## src/rtl/neuron_weighted_sum.sv

```systemverilog
// ---------------------------------------------------------------------------
// neuron_weighted_sum
//   Computes one neuron's pre-activation value
//     sum = bias + SUM(x_i * w_i)
//   over N_INPUTS streamed (x, w) pairs. All external data is signed Q16.16.
//   Each product is formed at full 64-bit precision, shifted back to Q16.16
//   (arithmetic shift, i.e. floor), and accumulated at ACC_W bits. The bias
//   is added after the last pair, and the result is converted to 32 bits.
//
//   Build option:
//     NEURON_SAT_EN  defined   -> result saturates to the 32-bit signed range
//                    undefined -> result is acc[31:0] (two's-complement wrap)
//
// Ports
//   clk         in   1   system clock, rising edge
//   rst         in   1   asynchronous reset, active-high
//   start       in   1   one-cycle pulse: begin evaluation, latch bias
//   bias        in   32  signed Q16.16 bias, sampled when start is accepted
//   in_valid    in   1   x_in/w_in hold a valid pair
//   in_ready    out  1   block accepts a pair this cycle
//   x_in        in   32  signed Q16.16 input activation
//   w_in        in   32  signed Q16.16 weight
//   sum         out  32  signed Q16.16 result, held until next completion
//   end_signal  out  1   one-cycle pulse: sum is valid
//   busy        out  1   high from accepted start through the end_signal cycle
// ---------------------------------------------------------------------------
module neuron_weighted_sum #(
  parameter int N_INPUTS = 3,
  parameter int ACC_W    = 48
) (
  input  logic        clk,
  input  logic        rst,
  input  logic        start,
  input  logic [31:0] bias,
  input  logic        in_valid,
  output logic        in_ready,
  input  logic [31:0] x_in,
  input  logic [31:0] w_in,
  output logic [31:0] sum,
  output logic        end_signal,
  output logic        busy
);

  // Counter must hold values 0..N_INPUTS-1; one extra value keeps N_INPUTS=1 legal.
  localparam int CNT_W = $clog2(N_INPUTS + 1);
  localparam logic [CNT_W-1:0] LAST_IDX = CNT_W'(N_INPUTS - 1);

  // 32-bit signed range limits expressed at accumulator width.
  localparam logic signed [ACC_W-1:0] SAT_MAX = {{(ACC_W-31){1'b0}}, 31'h7FFF_FFFF};
  localparam logic signed [ACC_W-1:0] SAT_MIN = {{(ACC_W-31){1'b1}}, 31'h0000_0000};

  typedef enum logic [1:0] {
    IDLE  = 2'd0,
    ACCUM = 2'd1,
    BIAS  = 2'd2,
    DONE  = 2'd3
  } state_t;

  state_t                   state_reg, state_next;
  logic signed [ACC_W-1:0]  acc_reg, acc_next;
  logic [CNT_W-1:0]         count_reg, count_next;
  logic [31:0]              bias_reg, bias_next;
  logic [31:0]              sum_reg, sum_next;
  logic                     end_reg, end_next;

  logic signed [63:0]       prod;
  logic signed [63:0]       prod_shift;
  logic signed [ACC_W-1:0]  term;
  logic signed [ACC_W-1:0]  bias_ext;

  // Full-precision Q32.32 product, then back to Q16.16 with floor rounding.
  assign prod       = $signed({{32{x_in[31]}}, x_in}) * $signed({{32{w_in[31]}}, w_in});
  assign prod_shift = prod >>> 16;
  assign term       = ACC_W'(prod_shift);
  assign bias_ext   = {{(ACC_W-32){bias_reg[31]}}, bias_reg};

  function automatic logic [31:0] convert(input logic signed [ACC_W-1:0] a);
`ifdef NEURON_SAT_EN
    if (a > SAT_MAX) begin
      return 32'h7FFF_FFFF;
    end else if (a < SAT_MIN) begin
      return 32'h8000_0000;
    end else begin
      return 32'(a);
    end
`else
    return 32'(a);
`endif
  endfunction

  // State and datapath registers.
  always_ff @(posedge clk or posedge rst) begin
    if (rst) begin
      state_reg <= IDLE;
      acc_reg   <= '0;
      count_reg <= '0;
      bias_reg  <= '0;
      sum_reg   <= '0;
      end_reg   <= 1'b0;
    end else begin
      state_reg <= state_next;
      acc_reg   <= acc_next;
      count_reg <= count_next;
      bias_reg  <= bias_next;
      sum_reg   <= sum_next;
      end_reg   <= end_next;
    end
  end

  // Next-state and datapath logic.
  always_comb begin
    state_next = state_reg;
    acc_next   = acc_reg;
    count_next = count_reg;
    bias_next  = bias_reg;
    sum_next   = sum_reg;
    end_next   = 1'b0;

    unique case (state_reg)
      IDLE: begin
        if (start) begin
          acc_next   = '0;
          count_next = '0;
          bias_next  = bias;
          state_next = ACCUM;
        end
      end

      ACCUM: begin
        // in_ready is high throughout ACCUM, so in_valid alone decides acceptance.
        if (in_valid) begin
          acc_next   = acc_reg + term;
          count_next = CNT_W'(count_reg + 1'b1);
          if (count_reg == LAST_IDX) begin
            state_next = BIAS;
          end
        end
      end

      BIAS: begin
        // The result register and end pulse are loaded on the same edge that
        // enters DONE, so sum is already valid while end_signal is high.
        acc_next   = acc_reg + bias_ext;
        sum_next   = convert(acc_next);
        end_next   = 1'b1;
        state_next = DONE;
      end

      DONE: begin
        state_next = IDLE;
      end

      default: begin
        state_next = IDLE;
      end
    endcase
  end

  assign in_ready   = (state_reg == ACCUM);
  assign busy       = (state_reg != IDLE);
  assign end_signal = end_reg;
  assign sum        = sum_reg;

endmodule

```

## config.mk

```make
export PLATFORM = sky130hd
export DESIGN_NAME = neuron_weighted_sum
export DESIGN_NICKNAME = d
export VERILOG_FILES = /design/src/rtl/neuron_weighted_sum.sv
export SDC_FILE = /design/constraint.sdc
export NUM_CORES = 2
export LEC_CHECK = 0
export CAP_MARGIN = 0
export CELL_PAD_IN_SITES_DETAIL_PLACEMENT = 1
export CELL_PAD_IN_SITES_GLOBAL_PLACEMENT = 1
export CORE_MARGIN = 1
export CORE_UTILIZATION = 49
export CTS_CLUSTER_DIAMETER = 40
export DETAILED_ROUTE_END_ITERATION = 8
export GPL_TIMING_DRIVEN = 0
export MAX_ROUTING_LAYER = met4
export PLACE_DENSITY_LB_ADDON = 0.1
export SLEW_MARGIN = 20
export SYNTH_ARGS = -nofsm -noshare
export SYNTH_HDL_FRONTEND = slang
export SYNTH_SLANG_ARGS = --single-unit
export TNS_END_PERCENT = 20
```

## constraint.sdc

```tcl
create_clock -name clk -period 10.08 [get_ports clk]
set_clock_uncertainty 0.05 [all_clocks]
set_input_delay 1.008 -clock clk [delete_from_list [all_inputs] [get_ports clk]]
set_output_delay 1.008 -clock clk [all_outputs]
set_load 0.005 [all_outputs]
```

==> key figures <==
Critical path
  • Worst Setup Start Kind: input pin
  • Crit path capture type: flip-flop
  • Crit path kind: input pin to flip-flop
  • Critical path arrival: just over 10000 ps
  • WP data required: slightly above 10000 ps
  • CP max stage cell: fa_1
  • CP peak stage delay: 620 ps
  • Cell with the most instances on the worst path: fa_1
  • CP max FO: 7

Run
  • Max_cap viols: 0

Layout
  • Area growth syn-to-layout: 11.8%
  • Most common cell after layout, fill and taps aside: inv_1
  • Reg area: 0.00253 mm²
  • Multi-input gate area: 0.0297 mm²
  • Fin nets: 5182
  • Layout cells sized above 1: 9.17%
  • Fill count: 8282
  • Post-Layout Inst Area: 0.0399 mm²
  • Most frequent cells in the layout: inv_1 (835), fa_1 (830), and2_1 (497)

Clock tree
  • Root buf cell: clkbuf_16
  • CTS H-tree depth: 3
  • Clk_lat worst skew: 360 ps
  • Clock buffer depth: 2
  • CTS tree: done
  • Num CTS Buffers: 9
  • Sink Count: 101
  • Clock-pin slew on the worst setup and hold paths: approximately 80 ps

Yosys
  • Post-synthesis sequential area ratio: approximately 7%
  • Synth Warn #: 0
  • Main synth FF type: dfrtp_1
  • Cells after synthesis: 3831
  • Asr flop ratio synth: 100%
  • Synthesized area: approximately 0.036 mm²
  • Distinct cells, synth: approximately 70
  • Flops & latches, synth: 101
  • Syn_nets: roughly 5000
  • EDFF count, synth: 0
  • Syn avg cell area: 9.32 µm²

Global routing
  • Met1 usage: around 49%
  • Total GRT Usage: 36.8%
  • Routing usage on met3: under 10%
  • Initial antenna violation count: 9
  • Global-route wire length before repair: between 150000 and 200000 µm
  • Largest net degree at the start of global routing: 59
  • Vias in the first global route: 30800
  • M2 GR Usage: 59.5%
  • Gr ovfl total: 0
  • GRT busiest layer: met2

Floorplan
  • Core Rows: 98
  • Die area: 0.0739 mm²
  • Die width: 272 µm
  • Starting density of the core: 49.8%
  • Area of the core: 0.0717 mm²
  • Die Height: 272 µm
  • # IOs: 135

Detailed routing
  • Routed len/inst: 25.5 µm
  • Final WL: 127000 µm
  • Drt first pass iters: 5
  • Violation count after the first detailed-routing iteration: 1887
  • Vias: 27600
  • Post-route antenna net violation count: 0
  • Via density: 5.56
  • # DRC: 0

STA
  • Worst-Margin Slew: 898 ps
  • Final slew viol count: 0
  • Max transition margin: about two fifths
  • # setup viols final: 0
  • Tmin final: 10020 ps
  • Final period util: 99.4%
  • Setup TNS: 0 ps
  • Hold violation count in the final report: 0
  • RSZ-0062 raised after global routing: yes
  • FMAX: 99.8 MHz

Place
  • Placed wire-length estimate: 109000 µm
  • Count of buffers from port buffering: 130
  • Final Wtd Congestion: 0.972
  • Placed Area: 0.0382 mm²

Min path
  • Hold Path Class: flip-flop to flip-flop

Run status
  • Status: finished, final reports clean
synth_stat cells (9+ instances only):
cell type | count | area (µm²)
inv_1 | 838 | 3150
a22oi_1 | 13 | 97.6
o21a_1 | 14 | 105
and3_1 | 9 | 56.3
and2_1 | 499 | 3120
nor3_1 | 10 | 50.1
nand2b_1 | 18 | 113
nor2_1 | 57 | 214
ha_1 | 233 | 2920
nand3_1 | 17 | 85.1
nor2b_1 | 17 | 106
xor2_1 | 38 | 333
xnor2_1 | 89 | 780
o21bai_1 | 10 | 75.1
clkbuf_1 | 183 | 687
nand2_1 | 469 | 1760
mux2_2 | 46 | 518
a21oi_1 | 79 | 395
dfrtp_1 | 101 | 2530
a21o_1 | 50 | 375
nand4_1 | 10 | 62.6
o21ai_0 | 86 | 430
fa_1 | 840 | 16800
area by class of cell:
type,count,share of cell area (%)
Antenna cell,8,0.0502
Buffer,188,3.70
Clock buffer,10,0.599
Clock inverter,6,0.204
Inverter,838,7.91
Multi-Input combinational cell,2703,74.5
Sequential cell,101,6.34
Tap cell,950,2.98
Timing Repair Buffer,168,3.71
critical path, delay by kind of cell:
family | cells | cell delay [ps]
buffers and inverters | 5 | 920
AND/OR/NAND/NOR | 2 | 450
AO/OA/AOI/OAI | 16 | 2630
adder cells (fa/ha/maj) | 10 | 4770
XOR/XNOR | 2 | 370
cell families (layout without fill, tap and decap cells):
family                     count (synthesis)  in the layout  share of synthesized area (%)
AOI/OAI and AO/OA                        331            331                           6.17
adders and majority gates               1073           1073                           55.3
other                                      0              8                              0
xor gates and xnor gates                 128            128                           3.18
muxes                                     50             50                           1.56
DFF                                      101            101                           7.08
buffers and inverters                   1027           1210                           10.8
and+or+nand+nor                         1121           1121                           15.9
final timing paths:
path | endpoint | cells after the start | slack [ps] | startpoint
max in group asynchronous | acc_reg[5]$_DFFE_PP0P_ | 3 | 8340 | rst
worst min-delay path | sum[24]$_DFFE_PP0P_ | 1 | 450 | sum[24]$_DFFE_PP0P_
worst max-delay path | acc_reg[30]$_DFFE_PP0P_ | 35 | 60 | w_in[19]
worst max register to register | acc_reg[31]$_DFFE_PP0P_ | 11 | 5990 | acc_reg[2]$_DFFE_PP0P_
worst min register to register | sum[24]$_DFFE_PP0P_ | 1 | 450 | sum[24]$_DFFE_PP0P_
min in group asynchronous | bias_reg[21]$_DFFE_PP0P_ | 2 | 990 | rst
routing by layer:
layer	share of wire, %	vias to the layer above
li1	-	11700
met1	41	14700
met2	48	963
met5	0	-
met3	7.2	209
met4	3.1	0
stage by stage:
stage	cells	worst slack (ps)	hold WS (ps)	util [%]
finish	4972	64.8	448	55.6
global route	4971	-228	466	55.6
CTS	4954	6.64	456	55.3
detailed placement	4912	-2830	434	53.3
global placement	4911	-3100	434	53.2
floorplan	3831	402	426	-
repair_timing:
item	CTS	global route
endpoints found under the hold margin	0	0
hold buffers	0	0
setup buffers	27	11
pin swaps	34	47
endpoints found under the setup margin	24	16
gates resized for setup	418	194
Power is not shown: default switching activity piles up to over one toggle a cycle in this logic, so the estimate is an artifact.
